===== src/rtl/pixel_capture.sv =====
// Captures RGB565 pixels from an 8-bit parallel camera port into linear frame-buffer strobes.
// Camera signals are oversampled on CLK; PCLK is treated as data, so CLK must run at >= 4x PCLK.
module pixel_capture #(
    parameter int H_PIXELS = 640,
    parameter int V_PIXELS = 480,
    parameter int ADDR_W   = 19
) (
    input  logic              CLK,
    input  logic              RST_N,
    input  logic              START,
    input  logic              VSYNC,
    input  logic              HREF,
    input  logic              PCLK,
    input  logic [7:0]        D,
    output logic [15:0]       PIXEL_DATA,
    output logic              PIXEL_VALID,
    output logic [9:0]        PIXEL_COL,
    output logic [ADDR_W-1:0] PIXEL_ADDR,
    output logic              FRAME_DONE,
    output logic              LINE_ERR
);

    typedef enum logic [1:0] {
        ST_IDLE    = 2'd0,
        ST_WAIT_VS = 2'd1,
        ST_CAPTURE = 2'd2
    } state_t;

    localparam logic [9:0]        H_LIM    = 10'(H_PIXELS);
    localparam logic [9:0]        V_LIM    = 10'(V_PIXELS);
    localparam logic [ADDR_W-1:0] ADDR_ONE = ADDR_W'(1);

    // Control bit order in the synchronizer: [2] VSYNC, [1] HREF, [0] PCLK
    logic [2:0]        ctl_meta_r;
    logic [2:0]        ctl_sync_r;
    logic [2:0]        ctl_dly_r;
    logic [7:0]        d_meta_r;
    logic [7:0]        d_sync_r;

    state_t            state_r;
    logic [9:0]        col_r;
    logic [9:0]        line_r;
    logic [ADDR_W-1:0] addr_r;
    logic              phase_r;
    logic              any_r;
    logic [7:0]        hi_r;

    logic [15:0]       pix_data_r;
    logic              pix_valid_r;
    logic [9:0]        pix_col_r;
    logic [ADDR_W-1:0] pix_addr_r;
    logic              frame_done_r;
    logic              line_err_r;

    logic              vsync_rise_s;
    logic              vsync_fall_s;
    logic              href_s;
    logic              href_rise_s;
    logic              href_fall_s;
    logic              pclk_rise_s;
    logic              phase_eff_s;
    logic [9:0]        col_eff_s;
    logic              in_range_s;

    // Two-flop synchronizers plus a delay stage on the control lines for edge detection
    always_ff @(posedge CLK or negedge RST_N) begin
        if (!RST_N) begin
            ctl_meta_r <= 3'b000;
            ctl_sync_r <= 3'b000;
            ctl_dly_r  <= 3'b000;
            d_meta_r   <= 8'h00;
            d_sync_r   <= 8'h00;
        end else begin
            ctl_meta_r <= {VSYNC, HREF, PCLK};
            ctl_sync_r <= ctl_meta_r;
            ctl_dly_r  <= ctl_sync_r;
            d_meta_r   <= D;
            d_sync_r   <= d_meta_r;
        end
    end

    // Edge strobes; a line start in the same cycle as a byte forces that byte to phase 0 / column 0
    always_comb begin
        vsync_rise_s = ctl_sync_r[2] & ~ctl_dly_r[2];
        vsync_fall_s = ~ctl_sync_r[2] & ctl_dly_r[2];
        href_s       = ctl_sync_r[1];
        href_rise_s  = ctl_sync_r[1] & ~ctl_dly_r[1];
        href_fall_s  = ~ctl_sync_r[1] & ctl_dly_r[1];
        pclk_rise_s  = ctl_sync_r[0] & ~ctl_dly_r[0];
        col_eff_s    = href_rise_s ? 10'd0 : col_r;
        phase_eff_s  = href_rise_s ? 1'b0 : phase_r;
        in_range_s   = (col_eff_s < H_LIM) && (line_r < V_LIM);
    end

    // Capture FSM with counters and registered pixel/status outputs
    always_ff @(posedge CLK or negedge RST_N) begin
        if (!RST_N) begin
            state_r      <= ST_IDLE;
            col_r        <= 10'd0;
            line_r       <= 10'd0;
            addr_r       <= '0;
            phase_r      <= 1'b0;
            any_r        <= 1'b0;
            hi_r         <= 8'h00;
            pix_data_r   <= 16'h0000;
            pix_valid_r  <= 1'b0;
            pix_col_r    <= 10'd0;
            pix_addr_r   <= '0;
            frame_done_r <= 1'b0;
            line_err_r   <= 1'b0;
        end else begin
            pix_valid_r  <= 1'b0;
            frame_done_r <= 1'b0;
            line_err_r   <= 1'b0;
            case (state_r)
                ST_IDLE: begin
                    if (START) begin
                        state_r <= ST_WAIT_VS;
                    end else begin
                        state_r <= ST_IDLE;
                    end
                end
                ST_WAIT_VS: begin
                    if (!START) begin
                        state_r <= ST_IDLE;
                    end else if (vsync_fall_s) begin
                        state_r <= ST_CAPTURE;
                        col_r   <= 10'd0;
                        line_r  <= 10'd0;
                        addr_r  <= '0;
                        phase_r <= 1'b0;
                        any_r   <= 1'b0;
                    end else begin
                        state_r <= ST_WAIT_VS;
                    end
                end
                ST_CAPTURE: begin
                    if (vsync_rise_s) begin
                        frame_done_r <= any_r;
                        state_r      <= START ? ST_WAIT_VS : ST_IDLE;
                    end else begin
                        if (href_fall_s) begin
                            if (line_r < V_LIM) begin
                                line_r <= line_r + 10'd1;
                            end
                            // An odd byte count leaves a half pixel behind; drop it and flag the line
                            line_err_r <= phase_r;
                            phase_r    <= 1'b0;
                        end else if (href_rise_s) begin
                            col_r   <= 10'd0;
                            phase_r <= 1'b0;
                        end
                        if (href_s && pclk_rise_s) begin
                            if (!phase_eff_s) begin
                                hi_r    <= d_sync_r;
                                phase_r <= 1'b1;
                            end else begin
                                phase_r <= 1'b0;
                                if (in_range_s) begin
                                    pix_data_r  <= {hi_r, d_sync_r};
                                    pix_valid_r <= 1'b1;
                                    pix_col_r   <= col_eff_s;
                                    pix_addr_r  <= addr_r;
                                    col_r       <= col_eff_s + 10'd1;
                                    addr_r      <= addr_r + ADDR_ONE;
                                    any_r       <= 1'b1;
                                end
                            end
                        end
                    end
                end
                default: begin
                    state_r <= ST_IDLE;
                end
            endcase
        end
    end

    assign PIXEL_DATA  = pix_data_r;
    assign PIXEL_VALID = pix_valid_r;
    assign PIXEL_COL   = pix_col_r;
    assign PIXEL_ADDR  = pix_addr_r;
    assign FRAME_DONE  = frame_done_r;
    assign LINE_ERR    = line_err_r;

endmodule


===== config.mk =====
export PLATFORM = sky130hd
export DESIGN_NAME = pixel_capture
export DESIGN_NICKNAME = d
export VERILOG_FILES = /design/src/rtl/pixel_capture.sv
export SDC_FILE = /design/constraint.sdc
export NUM_CORES = 1
export LEC_CHECK = 0
export CAP_MARGIN = 5
export CORE_UTILIZATION = 46
export CTS_CLUSTER_SIZE = 24
export DETAILED_ROUTE_END_ITERATION = 8
export PLACE_DENSITY_LB_ADDON = 0.15
export SETUP_SLACK_MARGIN = 0.05
export SKIP_CTS_REPAIR_TIMING = 1
export SLEW_MARGIN = 40
export SYNTH_ARGS = -nofsm -noshare
export SYNTH_HDL_FRONTEND = slang
export SYNTH_SLANG_ARGS = --single-unit

===== constraint.sdc =====
create_clock -name CLK -period 7.5 [get_ports CLK]
set_clock_uncertainty 0.05 [all_clocks]
set_input_delay 1.5 -clock CLK [delete_from_list [all_inputs] [get_ports CLK]]
set_output_delay 1.5 -clock CLK [all_outputs]
set_load 0.05 [all_outputs]

; Word-level counts from Yosys, hierarchy flattened
; Cells that the tools add are included.
; Widths: inputs -> output; s select.
[classes]
add_sub_neg = 3
order_cmp = 2
eq_ne = 11
n_mux = 48
bitwise_logic = 12
n_reduce_logical = 9
[ops]
columns = cell, count
row1 = $mux 19, 6
row2 = $mux 10, 11
row3 = $pmux 10 s2, 2
row4 = $pmux 19 s2, 1
row5 = $mux 1, 22
row6 = $add 10x1->10 const B, 2
row7 = $add 19x1->19 const B, 1
row8 = $ne 2x2->1 const B, 9
row9 = $lt 10x10->1 const B, 1
row10 = $lt 10x9->1 const B, 1
row11 = $reduce_and 4->1, 2
row12 = $not 1->1, 7
row13 = $reduce_and 7->1, 1
row14 = $mux 2, 3
row15 = $pmux 2 s3, 1
row16 = $reduce_and 6->1, 1
row17 = $and 1x1->1, 5
row18 = $reduce_and 5->1, 1
row19 = $pmux 1 s2, 2
row20 = $eq 2x1->1 const B, 1
row21 = $eq 2x2->1 const B, 1
row22 = $logic_and 1x1->1, 2
row23 = $logic_not 2->1, 1
row24 = $reduce_bool 2->1, 1
[word_totals]
ff_bits = 124
inputBits = 14
output_inout_bits = 48
elab_cells = 103

; Logic depth before layout (Yosys ltp)
[depth]
ltp_word = 10
mapped_depth = 10

; Least setup slack after synthesis
; OpenSTA, ideal clock, no wires.
[synth_path]
kind = input port to flip-flop
startpoint = input port START
endpoint = register line_r[3]
t_arrival_ns = 2.549
t_required_ns = 7.318
slack_ns = 4.769
path_stages = 6
cell_sequence = nand4b_1 > a2bb2oi_1 > clkbuf_1 > nor3_1 > xnor2_1 > nor2_1
[synth_between]
elab_chain_cells = 2
[synth_rtl]
columns = item, line
row1 = "start, declared", 10  ; input logic START,
row2 = $ne 2x2->1 (no source line), --
row3 = $reduce_and 6->1 (no source line), --
row4 = "end signal, assigned", 144  ; line_r <= line_r + 10'd1;
row5 = "end, declared", 42  ; logic [9:0] line_r;
; Every way passes these cells.
; A chain may end at the register's enable or synchronous reset.

; Worst setup path after layout
[layout_path]
startpoint = register pix_data_r[14], in the netlist PIXEL_DATA[14]
endpoint = output port PIXEL_DATA[14]
[layout_lines]
columns = item, line
row1 = "start, declared", 48  ; logic [15:0] pix_data_r;
row2 = "start signal, assigned", 160  ; pix_data_r <= {hi_r, d_sync_r};
row3 = "end, declared", 15  ; output logic [15:0] PIXEL_DATA,
; No word-level cell between the ends.

==> metrics.md <==
| Metric | Value |
|---|---|
| Effective utilization at floorplan | `0.479` |
| Count of filler cells inserted in the layout | `approximately 890` |
| Via count of the first global-routing pass | `~3,700` |
| Power per cell area | `approximately 260 nW/um^2` |
| Unique cell type count in the Yosys netlist | `45` |
| Worst endpoint required time | `around 6.0 ns` |
| Overall fraction of global-route tracks in use | `0.201` |
| Area Overhead vs Synth | `27.8%` |
| Worst slew margin relative to its limit | `0.524` |
| Number of top-level design ports | `62` |
| Internal power component | `approximately 1.3 mW` |
| Global-route track usage on met1 | `0.270` |
| Number of inserted diodes | `0` |
| CP delay by family, top | `buffers and inverters` |
| Flop and latch count out of synthesis | `between 100 and 150` |
| Final HPWL from detailed placement | `6.54 mm` |
| Unrepaired setup endpoints after global routing | `false` |
| Post-synthesis sequential area ratio | `0.619` |
| Achievable frequency | `309 MHz` |
| Core Box Area | `10,500 um^2` |
| Standby leakage power | `approximately 3 nW` |
| Root buffer cell | `sky130_fd_sc_hd__clkbuf_8` |
| Number of antenna violations at the first check in global routing | `0` |
| Psw | `0.410 mW` |
| Vias per inst | `approximately 5.3` |
| Most used cells in the layout excluding fill and tap cells | `sky130_fd_sc_hd__nand2_1 (162), sky130_fd_sc_hd__dfrtp_1 (124), sky130_fd_sc_hd__clkdlybuf4s50_1 (60)` |
| Share of total power in combinational logic | `0.056` |
| Clock-pin slew reported for the worst setup and hold paths after clock tree synthesis | `roughly 0.06 ns` |
| Clock power share | `0.504` |
| Worst skew pair latency | `between 0.5 and 0.6 ns` |
| ANT nets after route | `0` |
| Sum of buffers and inverters on the critical path | `1` |
| Height of the die | `106 um` |
| Number of cells on the worst hold path | `0` |
| R2R Path Start | `ctl_dly_r[1]` |
| Fin Setup TNS | `0 ns` |
| Final Slew Violations | `0` |
| Detailed-router iteration count before antenna repair | `4` |
| GR Overflow Total | `0` |
| Max IR drop VDD | `between 0.0001 and 0.00015 V` |
| Count of vias placed by the detailed router | `3,764` |
| Pre-CTS setup slack | `approximately 4 ns` |
| Element type at the critical path start | `flop` |
| Setup WS post-layout | `approximately 4.3 ns` |
| Number of hold violations in the final report | `0` |
| Routed len/inst | `roughly 15 um` |
| Met3 usage in global routing | `0.0472` |
| Register-to-register setup slack | `approximately 4.4 ns` |
| Worst R2R Path Depth | `6` |
| Number of nets in the layout | `~580` |
| DRT iter0 DRCs | `around 180` |
| Final setup violating endpoints | `0` |
| Total wire length | `10.3 mm` |
| Syn. warnings | `0` |
| Final critical-path share of the clock period | `0.432` |
| Non-Filler Cell Area, Final | `around 6400 um^2` |
| Row cnt | `37` |
| Hold_sp | `ctl_meta_r[1]` |
| TritonCTS Buffers | `17` |
| Met2 GRT Util | `0.316` |
| Chain of cells forming the critical path | `clkdlybuf4s50_1` |
| Clock buffer depth | `2` |
| Synth Cell Area | `about 5000 um^2` |
| Width of the die | `106 um` |
| Number of buffers added on ports | `between 60 and 70` |
| Most frequent standard cell in the layout excluding fill and tap cells | `sky130_fd_sc_hd__nand2_1` |
| Kind of critical path | `reg2out` |
| Arr. time, crit path | `1.69 ns` |
| Maximum number of pins on one net before global-route repair | `approximately 70` |
| Slowest stage cell, crit path | `sky130_fd_sc_hd__clkdlybuf4s50_1` |
| Level count of the clock H-tree | `4` |
| Proportion of power drawn by flip-flops and latches | `0.440` |
| Wire length of the first global-routing pass | `~18 mm` |
| Fraction of final layout cells with drive strength greater than 1 | `0.0981` |
| Maximum cell stage delay along the critical path | `0.81 ns` |
| Primary FF master, synth | `sky130_fd_sc_hd__dfrtp_1` |
| TritonCTS clock tree | `done` |
| Status | `complete, no violations` |
| Net Count, Synth | `509` |
| Class of the worst hold path | `reg2reg` |
| Most used routing layer | `met2` |
| Min Clock Period, post-route | `approximately 3.2 ns` |
| Worst-path maximum fanout | `2` |
| Switching portion of total power | `0.243` |
| Type of element capturing the critical path | `primary output` |
| DRC violation count after routing | `0` |
| Synthesized instance count | `roughly 490` |
| Proportion of synthesized flip-flops having asynchronous set or reset | `1.00` |
| Worst setup path startpoint | `PIXEL_DATA[14]` |
| Slew at the pin closest to its max-slew limit | `a little over 0.7 ns` |
| Average instance area after synthesis | `roughly 10 um^2` |
| Area enclosed by the die boundary | `11,300 um^2` |
| RD Place Congestion | `between 0.8 and 0.9` |
| Max capacitance violation total | `0` |
| Placed standard-cell area | `5780 um^2` |
| Cell depth of the worst setup path | `1` |
| Clock sinks | `approximately 120` |
| Final core utilization | `0.613` |
| Post-synth EDFFs | `0` |
[power groups by stage]
stage | Combinational (mW) | Clock [mW] | Sequential (mW)
2_1_floorplan | 0.0408 | 0 | 0.757
3_3_place_gp | 0.0916 | 0 | 0.750
3_5_place_dp | 0.0947 | 0 | 0.752
4_1_cts | 0.0955 | 0.863 | 0.740
5_1_grt | 0.105 | 0.897 | 0.747
6_report | 0.0936 | 0.850 | 0.741
[cells in the mapped netlist, types with 6 or more instances]
cell,n,area (um^2)
sky130_fd_sc_hd__mux2i_1,9,90.1
sky130_fd_sc_hd__o21ai_0,23,115
sky130_fd_sc_hd__nor4_1,8,50.1
sky130_fd_sc_hd__nor2_1,15,56.3
sky130_fd_sc_hd__and3_1,9,56.3
sky130_fd_sc_hd__mux2_2,10,113
sky130_fd_sc_hd__inv_1,6,22.5
sky130_fd_sc_hd__a21oi_1,11,55.1
sky130_fd_sc_hd__nand4_1,7,43.8
sky130_fd_sc_hd__nand3_1,26,130
sky130_fd_sc_hd__clkbuf_1,14,52.6
sky130_fd_sc_hd__nand2_1,162,608
sky130_fd_sc_hd__xnor2_1,6,52.6
sky130_fd_sc_hd__dfrtp_1,124,3100
[metal layers]
metal,vias to the layer above,share of wire
met5,-,0
met4,0,0.013
met3,14,0.042
met2,88,0.49
met1,1856,0.46
li1,1806,-
[through the flow]
step	total power [mW]	cells	hold slack, ns
after floorplan	0.797	492	0.281
after global placement	0.842	675	0.282
after detailed placement	0.846	675	0.285
after CTS	1.70	707	0.298
after global routing	1.75	707	0.304
final	1.68	707	0.298
[registers in the layout, indices dropped and copies added, names as in the netlist, 2 cells and up]
register and cells:
PIXEL_ADDR 19, PIXEL_COL 10, d_sync_r 8, PIXEL_DATA 16
col_r 10, ctl_dly_r 3, hi_r 8, d_meta_r 8
addr_r 19, ctl_sync_r 3, ctl_meta_r 3, line_r 10
state_r 2
[path summary, 6_finish.rpt]
kind,endpoint
max,PIXEL_DATA[14]
min,ctl_sync_r[1]
max reg2reg,addr_r[12]
min reg2reg,ctl_sync_r[1]
max in group asynchronous,PIXEL_ADDR[17]
min in group asynchronous,PIXEL_COL[7]
[cells by family (layout without fill, tap and decap cells)]
logic type / count (synthesis) / count (layout) / synth area share
fa+ha+maj: 3 / 3 / 0.00748
mux: 19 / 19 / 0.0404
xor+xnor: 7 / 7 / 0.0122
buf+inv: 23 / 102 / 0.0182
simple gates: 260 / 260 / 0.234
compound gates: 56 / 56 / 0.0691
flops: 124 / 124 / 0.619
[area by class of cell]
class / instances / area [um^2] / area share
clock inverter: 13 / 179 / 0.0279
timing repair buffer: 64 / 634 / 0.0989
multi-input combinational: 345 / 1860 / 0.290
sequential: 124 / 3100 / 0.484
clock buffer: 19 / 442 / 0.0689
tap: 136 / 170 / 0.0265
inverter: 6 / 22.5 / 0.00351
No activity file was read; power rests on OpenSTA's default activity.
